`config.mk`:
```
export PLATFORM = sky130hd
export DESIGN_NAME = sc_spil_fifo
export DESIGN_NICKNAME = d
export VERILOG_FILES = /design/src/rtl/sc_spil_fifo.sv
export SDC_FILE = /design/constraint.sdc
export NUM_CORES = 1
export LEC_CHECK = 0
export CAP_MARGIN = 20
export CORE_ASPECT_RATIO = 2
export CORE_MARGIN = 4
export CORE_UTILIZATION = 50
export DETAILED_ROUTE_END_ITERATION = 8
export GPL_TIMING_DRIVEN = 0
export PLACE_DENSITY = 0.73
export SYNTH_ARGS = -nofsm -noshare
export SYNTH_HDL_FRONTEND = slang
export SYNTH_SLANG_ARGS = --single-unit
```
`constraint.sdc`:
```
create_clock -name SYSCLK -period 13 [get_ports SYSCLK]
set_input_delay 1.95 -clock SYSCLK [delete_from_list [all_inputs] [get_ports SYSCLK]]
set_output_delay 1.95 -clock SYSCLK [all_outputs]
set_load 0.1 [all_outputs]
```
`src/rtl/sc_spil_fifo.sv`:
```
// ---------------------------------------------------------------------------
// sc_spil_fifo -- register-mapped TX/RX FIFO pair with interrupt status.
//
// A host writes the TX FIFO through a register port; the core drains it
// over a valid/ready stream. The core fills the RX FIFO with a push strobe
// and the host drains it by reading the RXD register.
//
// Register map (decoded on address bits [11:2]):
//   0x00 TXD  write pushes TX, reads 0
//   0x04 RXD  read pops RX (empty read returns 0, flags RXUNF)
//   0x08 FST  status: [0] TXEMPTY [1] TXFULL [2] RXEMPTY [3] RXFULL
//             [15:8] TX level [23:16] RX level
//   0x0C FIS  interrupt status, write-1-to-clear
//             [0] TXOVF [1] RXUNF [2] RXOVF [3] TXTHR [4] RXTHR
//   0x10 FIE  interrupt enable (byte enables honoured)
//   0x14 FTH  thresholds [7:0] TXTH [15:8] RXTH (byte enables honoured)
//   0x18 FCTL [0] TXCLR [1] RXCLR, reads 0
//
// Build option: define SC_SPIL_FIFO_THRESH_EN to include the FTH register
// and the TXTHR/RXTHR status bits. Without it FTH reads 0 and ignores writes.
//
// Ports:
//   SYSCLK, SYSRST            clock, synchronous active-high reset
//   REG_WADR/REG_WENB/REG_WDAT register write (any byte enable = write)
//   REG_RADR/REG_RENB         register read strobe
//   REG_RDAT                  read data, valid the cycle after REG_RENB
//   TXDATA/TXVALID/TXREADY    TX stream towards the core
//   RXDATA/RXVALID            RX push from the core (no backpressure)
//   INTERRUPT                 OR of (FIS AND FIE)
//
// Handshake: a TX transfer happens on a rising edge where TXVALID and
// TXREADY are both high; TXVALID and TXDATA hold until then and TXREADY
// with TXVALID low has no effect. RXVALID is an unconditional push request;
// a push into a full RX FIFO is dropped and reported through FIS.RXOVF.
// ---------------------------------------------------------------------------

// Single-clock FIFO queue. Full/empty are judged on pre-edge state, so a
// push to a full queue is refused even when a pop happens in the same cycle.
// clr empties the queue and overrides any push or pop of that cycle.
module sc_spil_fifo_q #(
  parameter int DATA_W = 32,
  parameter int DEPTH  = 16
) (
  input  logic                     clk,
  input  logic                     rst,
  input  logic                     clr,
  input  logic                     push,
  input  logic                     pop,
  input  logic [DATA_W-1:0]        wdata,
  output logic [DATA_W-1:0]        rdata,
  output logic [$clog2(DEPTH):0]   level,
  output logic                     empty,
  output logic                     full
);
  localparam int PW = $clog2(DEPTH);
  localparam int LW = PW + 1;

  logic [DATA_W-1:0] mem [DEPTH];
  logic [PW-1:0]     wr_ptr;
  logic [PW-1:0]     rd_ptr;
  logic [LW-1:0]     level_q;
  logic              push_ok;
  logic              pop_ok;

  assign empty   = (level_q == '0);
  assign full    = (level_q == LW'(DEPTH));
  assign push_ok = push && !full && !clr;
  assign pop_ok  = pop && !empty && !clr;
  assign level   = level_q;
  assign rdata   = mem[rd_ptr];

  always_ff @(posedge clk) begin
    if (rst || clr) begin
      wr_ptr  <= '0;
      rd_ptr  <= '0;
      level_q <= '0;
    end else begin
      if (push_ok) wr_ptr <= wr_ptr + PW'(1);
      if (pop_ok)  rd_ptr <= rd_ptr + PW'(1);
      level_q <= level_q + LW'(push_ok) - LW'(pop_ok);
    end
  end

  // Storage is never reset; only the write itself is suppressed during reset.
  always_ff @(posedge clk) begin
    if (push_ok && !rst) mem[wr_ptr] <= wdata;
  end
endmodule

module sc_spil_fifo #(
  parameter int DATA_W = 32,
  parameter int DEPTH  = 16
) (
  input  logic              SYSCLK,
  input  logic              SYSRST,
  input  logic [31:0]       REG_WADR,
  input  logic [3:0]        REG_WENB,
  input  logic [31:0]       REG_WDAT,
  input  logic [31:0]       REG_RADR,
  input  logic              REG_RENB,
  output logic [31:0]       REG_RDAT,
  output logic [DATA_W-1:0] TXDATA,
  output logic              TXVALID,
  input  logic              TXREADY,
  input  logic [DATA_W-1:0] RXDATA,
  input  logic              RXVALID,
  output logic              INTERRUPT
);
  localparam int LW = $clog2(DEPTH) + 1;

  localparam logic [9:0] A_TXD  = 10'h000;
  localparam logic [9:0] A_RXD  = 10'h001;
  localparam logic [9:0] A_FST  = 10'h002;
  localparam logic [9:0] A_FIS  = 10'h003;
  localparam logic [9:0] A_FIE  = 10'h004;
  localparam logic [9:0] A_FTH  = 10'h005;
  localparam logic [9:0] A_FCTL = 10'h006;

  logic [9:0]        wr_idx;
  logic [9:0]        rd_idx;
  logic              wr_en;
  logic              txd_wr;
  logic              fis_wr;
  logic              fie_wr;
  logic              fctl_wr;
  logic              rxd_rd;

  logic [DATA_W-1:0] tx_rdata;
  logic [DATA_W-1:0] rx_rdata;
  logic [LW-1:0]     tx_level;
  logic [LW-1:0]     rx_level;
  logic              tx_empty;
  logic              tx_full;
  logic              rx_empty;
  logic              rx_full;

  logic [4:0]        fis_q;
  logic [4:0]        fie_q;
  logic [4:0]        fis_set;
  logic [4:0]        fis_w1c;
  logic              tx_thr;
  logic              rx_thr;
  logic [31:0]       fth_rd;
  logic [31:0]       fst_rd;
  logic [31:0]       rd_val;

  assign wr_idx  = REG_WADR[11:2];
  assign rd_idx  = REG_RADR[11:2];
  assign wr_en   = |REG_WENB;
  assign txd_wr  = wr_en && (wr_idx == A_TXD);
  assign fis_wr  = wr_en && (wr_idx == A_FIS);
  assign fie_wr  = wr_en && (wr_idx == A_FIE);
  assign fctl_wr = wr_en && (wr_idx == A_FCTL);
  assign rxd_rd  = REG_RENB && (rd_idx == A_RXD);

  sc_spil_fifo_q #(.DATA_W(DATA_W), .DEPTH(DEPTH)) u_tx (
    .clk   (SYSCLK),
    .rst   (SYSRST),
    .clr   (fctl_wr && REG_WDAT[0]),
    .push  (txd_wr),
    .pop   (TXREADY),
    .wdata (REG_WDAT[DATA_W-1:0]),
    .rdata (tx_rdata),
    .level (tx_level),
    .empty (tx_empty),
    .full  (tx_full)
  );

  sc_spil_fifo_q #(.DATA_W(DATA_W), .DEPTH(DEPTH)) u_rx (
    .clk   (SYSCLK),
    .rst   (SYSRST),
    .clr   (fctl_wr && REG_WDAT[1]),
    .push  (RXVALID),
    .pop   (rxd_rd),
    .wdata (RXDATA),
    .rdata (rx_rdata),
    .level (rx_level),
    .empty (rx_empty),
    .full  (rx_full)
  );

  assign TXDATA  = tx_rdata;
  assign TXVALID = !tx_empty;

`ifdef SC_SPIL_FIFO_THRESH_EN
  logic        fth_wr;
  logic [15:0] fth_q;

  assign fth_wr = wr_en && (wr_idx == A_FTH);

  always_ff @(posedge SYSCLK) begin
    if (SYSRST) begin
      fth_q <= '0;
    end else if (fth_wr) begin
      if (REG_WENB[0]) fth_q[7:0]  <= REG_WDAT[7:0];
      if (REG_WENB[1]) fth_q[15:8] <= REG_WDAT[15:8];
    end
  end

  // RXTH of 0 disables the RX threshold; TXTH of 0 still fires on empty TX.
  assign tx_thr = (8'(tx_level) <= fth_q[7:0]);
  assign rx_thr = (fth_q[15:8] != 8'h00) && (8'(rx_level) >= fth_q[15:8]);
  assign fth_rd = {16'h0000, fth_q};
`else
  assign tx_thr = 1'b0;
  assign rx_thr = 1'b0;
  assign fth_rd = 32'h0000_0000;
`endif

  // Hardware events are OR-ed in after the W1C mask so a same-cycle event
  // survives the clear.
  assign fis_set = {rx_thr, tx_thr, RXVALID && rx_full, rxd_rd && rx_empty, txd_wr && tx_full};
  assign fis_w1c = fis_wr ? REG_WDAT[4:0] : 5'b00000;

  always_ff @(posedge SYSCLK) begin
    if (SYSRST) begin
      fis_q <= '0;
      fie_q <= '0;
    end else begin
      fis_q <= (fis_q & ~fis_w1c) | fis_set;
      if (fie_wr && REG_WENB[0]) fie_q <= REG_WDAT[4:0];
    end
  end

  assign INTERRUPT = |(fis_q & fie_q);

  assign fst_rd = {8'h00, 8'(rx_level), 8'(tx_level), 4'h0, rx_full, rx_empty, tx_full, tx_empty};

  always_comb begin
    rd_val = 32'h0000_0000;
    case (rd_idx)
      A_RXD:   rd_val = rx_empty ? 32'h0000_0000 : 32'(rx_rdata);
      A_FST:   rd_val = fst_rd;
      A_FIS:   rd_val = 32'(fis_q);
      A_FIE:   rd_val = 32'(fie_q);
      A_FTH:   rd_val = fth_rd;
      default: rd_val = 32'h0000_0000;
    endcase
  end

  always_ff @(posedge SYSCLK) begin
    if (SYSRST) begin
      REG_RDAT <= '0;
    end else if (REG_RENB) begin
      REG_RDAT <= rd_val;
    end
  end

  // Address bits outside [11:2] and write-data bits beyond the used fields
  // carry no meaning for this block.
  logic unused_bits;
  assign unused_bits = ^{REG_WADR[31:12], REG_WADR[1:0], REG_RADR[31:12], REG_RADR[1:0], REG_WDAT};
endmodule

```
==> results of run 1 <==
flip-flops by register name, summed over array words and instances (netlist names), named ones only:
register	count
u_rx.level	5
u_rx.mem	512
fie_q	5
u_rx.rd_ptr	4
u_tx.level	5
fis_q	5
u_rx.wr_ptr	4
u_tx.rd_ptr	4
REG_RDAT	32
u_tx.wr_ptr	4
u_tx.mem	512
cell usage in the layout, fill, tap and decap left out, types with 12 or more instances in the layout:
cell	instances
clkbuf_16	89
buf_12	16
o21ai_0	31
dfxtp_1	76
clkinv_1	15
buf_1	25
edfxtp_1	1024
ha_1	22
nand2_1	36
mux2_2	28
inv_1	32
a22oi_1	12
and3_2	16
nor2_1	28
buf_8	21
clkinv_2	18
buf_6	43
clkbuf_1	75
mux4_2	285
nand3_1	19
mux2i_1	56
buf_4	13
buf_2	16
nor3_2	12
clkdlybuf4s50_1	158
a21oi_1	24
per-stage QoR:
step / setup slack [ps] / instance area [um2] / instances
after global routing: 6278 / 49440 / 3428
after CTS: 6300 / 49370 / 3423
final: 6429 / 49450 / 3433
after detailed placement: 7022 / 46560 / 3257
after global placement: 848.2 / 45320 / 3171
after floorplan: 5818 / 42410 / 1949
layout make-up:
| cell class | instances | area [um2] | share of cell area, % |
|---|---|---|---|
| Inverter | 32 | 120.1 | 0.2429 |
| Clock inverter | 52 | 430.4 | 0.8704 |
| Timing Repair Buffer | 249 | 2768 | 5.597 |
| Tap cell | 1064 | 1331 | 2.692 |
| Multi-Input combinational cell | 717 | 9717 | 19.65 |
| Sequential cell | 1100 | 32270 | 65.26 |
| Antenna cell | 5 | 12.51 | 0.02530 |
| Buffer | 100 | 420.4 | 0.8501 |
| Clock buffer | 114 | 2381 | 4.815 |
how the worst max path moves through the flow:
stage,end
detailed placement,TXDATA[29]
global placement,u_tx.mem[1][24]
finish,TXDATA[1]
global route,TXDATA[8]
CTS,TXDATA[29]
floorplan,u_tx.mem[0][0]
critical path, stage by stage, from the launching register on:
cell	delay, ps
dfxtp_1	350
clkbuf_1	590
buf_1	830
mux4_2	610
mux4_2	490
clkdlybuf4s50_1	1060
power by group:
| group | switching (mW) | internal (mW) |
|---|---|---|
| Sequential | 0.0332 | 3.91 |
| Combinational | 0.760 | 0.493 |
| Clock | 1.22 | 1.41 |
| Total | 2.01 | 5.81 |
cell families after synthesis:
logic type,count (synthesis)
AO/OA/AOI/OAI,113
buffers and inverters,132
multiplexers,369
XOR/XNOR,11
AND/OR/NAND/NOR,200
adder cells (fa/ha/maj),24
flip-flops,1100
per-layer routing:
layer | vias up | share of wire, % | global-route usage [%] | wire [um]
li1 | 8862 | - | - | -
met1 | 11130 | 33 | 25.77 | 34000
met2 | 1044 | 56 | 43.23 | 57100
met3 | 216 | 7.5 | 4.131 | 7755
met4 | 4 | 3.8 | 8.798 | 3871
met5 | - | 0.026 | 0 | 27
==> results.json, run 1 <==
{
  "status": "completed",
  "cts_tree": "yes",
  "grt_pass1_vias": 22530,
  "power.density_nw_per_um2": 158.2,
  "synth_compound_area_share_pct": 1.738,
  "setup_viol": 0,
  "synthAdderAreaFrac_pct": 0.7434,
  "reg2reg_to": "u_rx.level[4]",
  "hp-class": "reg -> reg",
  "min_path_cells": 2,
  "wl_um": 102800,
  "synthXorXnorAreaFrac_pct": 0.2272,
  "hold_viol": 0,
  "drt_pass1_iterations": 5,
  "avgViaCountPerCell": 6.192,
  "worst-setup-path-type": "reg -> out",
  "timing.fmax_mhz": 152.2,
  "drv_cap": 0,
  "worstPathArrival_ps": 4620,
  "netlist_area_um2": 42410,
  "r2r-start": "u_rx.level[3]",
  "io_buffers": 158,
  "cts_buffers": 89,
  "grtUsageTotal_pct": 22.90,
  "tns_ps": 0,
  "min_period_ps": 6571,
  "htree_num_levels": 3,
  "synth_mux_area_share_pct": 17.20,
  "clock_skew_ps": 30.20,
  "antenna_found_initial": 6,
  "area_growth_pct": 16.60,
  "synth_top_family_by_area": "multiplexers",
  "whs_ps": 464.2,
  "synth_seq_area_share_pct": 76.09,
  "route.detailed.drc": 0,
  "relSlewSlack_pct": 23.69,
  "worstHoldEndpoint": "REG_RDAT[14]",
  "grt_overflow": 0,
  "rsz0062_at_grt": "no",
  "std_cell_rows": 150,
  "slew_violations": 0,
  "r2r_setup_slack_ps": 9110,
  "worst_pin_slew_ps": 1141,
  "synth-simple-area-share_pct": 2.729,
  "period_share_pct": 50.54,
  "synth_seq_cells": 1100,
  "drive_gt1_share_pct": 25.38,
  "die_y_um": 419.9,
  "route.antenna.remaining_nets": 0,
  "synth_edf_count": 1024,
  "drt_iter0_markers": 2219,
  "syn_inst": 1949,
  "synthFlopType": "edfxtp_1",
  "postSynthAreaPerCell_um2": 21.76,
  "final_core_util_pct": 58.95,
  "root_buffer": "clkbuf_16",
  "cp-start-kind": "register",
  "nets": 2450,
  "crit_fanout": 10,
  "ir_drop_uv": 144.4,
  "synth_cell_type_count": 59,
  "vias": 21260,
  "core-area_um2": 83890,
  "required_ps": 11050,
  "gp_congestion": 0.8173,
  "postCtsSetupBuffers": 0,
  "grt_first_pass_wirelength_um": 150400,
  "dp_hpwl_um": 69900,
  "grt_max_degree": 23,
  "yosys_warnings": 0,
  "power_mw": 7.823,
  "synth.area.top_cells": "edfxtp_1 73%, mux4_2 15%, dfxtp_1 3.6%, mux2i_1 1.3%, mux2_2 0.74%",
  "leakage_nw": 15.06,
  "r2r_cells": 16,
  "die_w_um": 213.9,
  "min_from": "REG_RDAT[14]",
  "critPathCaptureType": "output pin",
  "wl_per_cell_um": 29.93,
  "synth_top_cell_by_area": "edfxtp_1",
  "post_cts_resized": 0,
  "synthesis.nets": 2110,
  "synth-async-reset-ratio_pct": 0,
  "dieArea_um2": 89830,
  "fillCellCount": 5828,
  "synth_top_area_share_pct": 72.50,
  "clkTransAtPathRegs_ps": 60,
  "cts_sinks": 1100,
  "start_util_pct": 50.55,
  "clk_path_buf_depth": 3,
  "yosysMostFrequentCell": "edfxtp_1",
  "cts-hold-fix-buffers": 0,
  "clkLatencyLatePin_ps": 680,
  "pin_count": 203,
  "synth_commonest_cells": "1024 x edfxtp_1, 285 x mux4_2, 76 x dfxtp_1"
}
No activity file was read; power rests on OpenSTA's default activity.
==> inputs of run 2 (changes only) <==
==> constraint.sdc (replaced) <==
create_clock -name SYSCLK -period 6.71 [get_ports SYSCLK]
set_input_delay 1.0065 -clock SYSCLK [delete_from_list [all_inputs] [get_ports SYSCLK]]
set_output_delay 1.0065 -clock SYSCLK [all_outputs]
set_load 0.1 [all_outputs]
==> results of run 2 <==
The final DEF is identical to that of run 1. Status: completed.
Main changes from that run: setup slack after placement 7022 ps -> 1676 ps; setup slack after layout 6429 ps -> 1083 ps; register-to-register setup slack 9110 ps -> 2820 ps; total power 7.823 mW -> 15.16 mW; worst IR drop on VDD 144.4 uV -> 279.7 uV
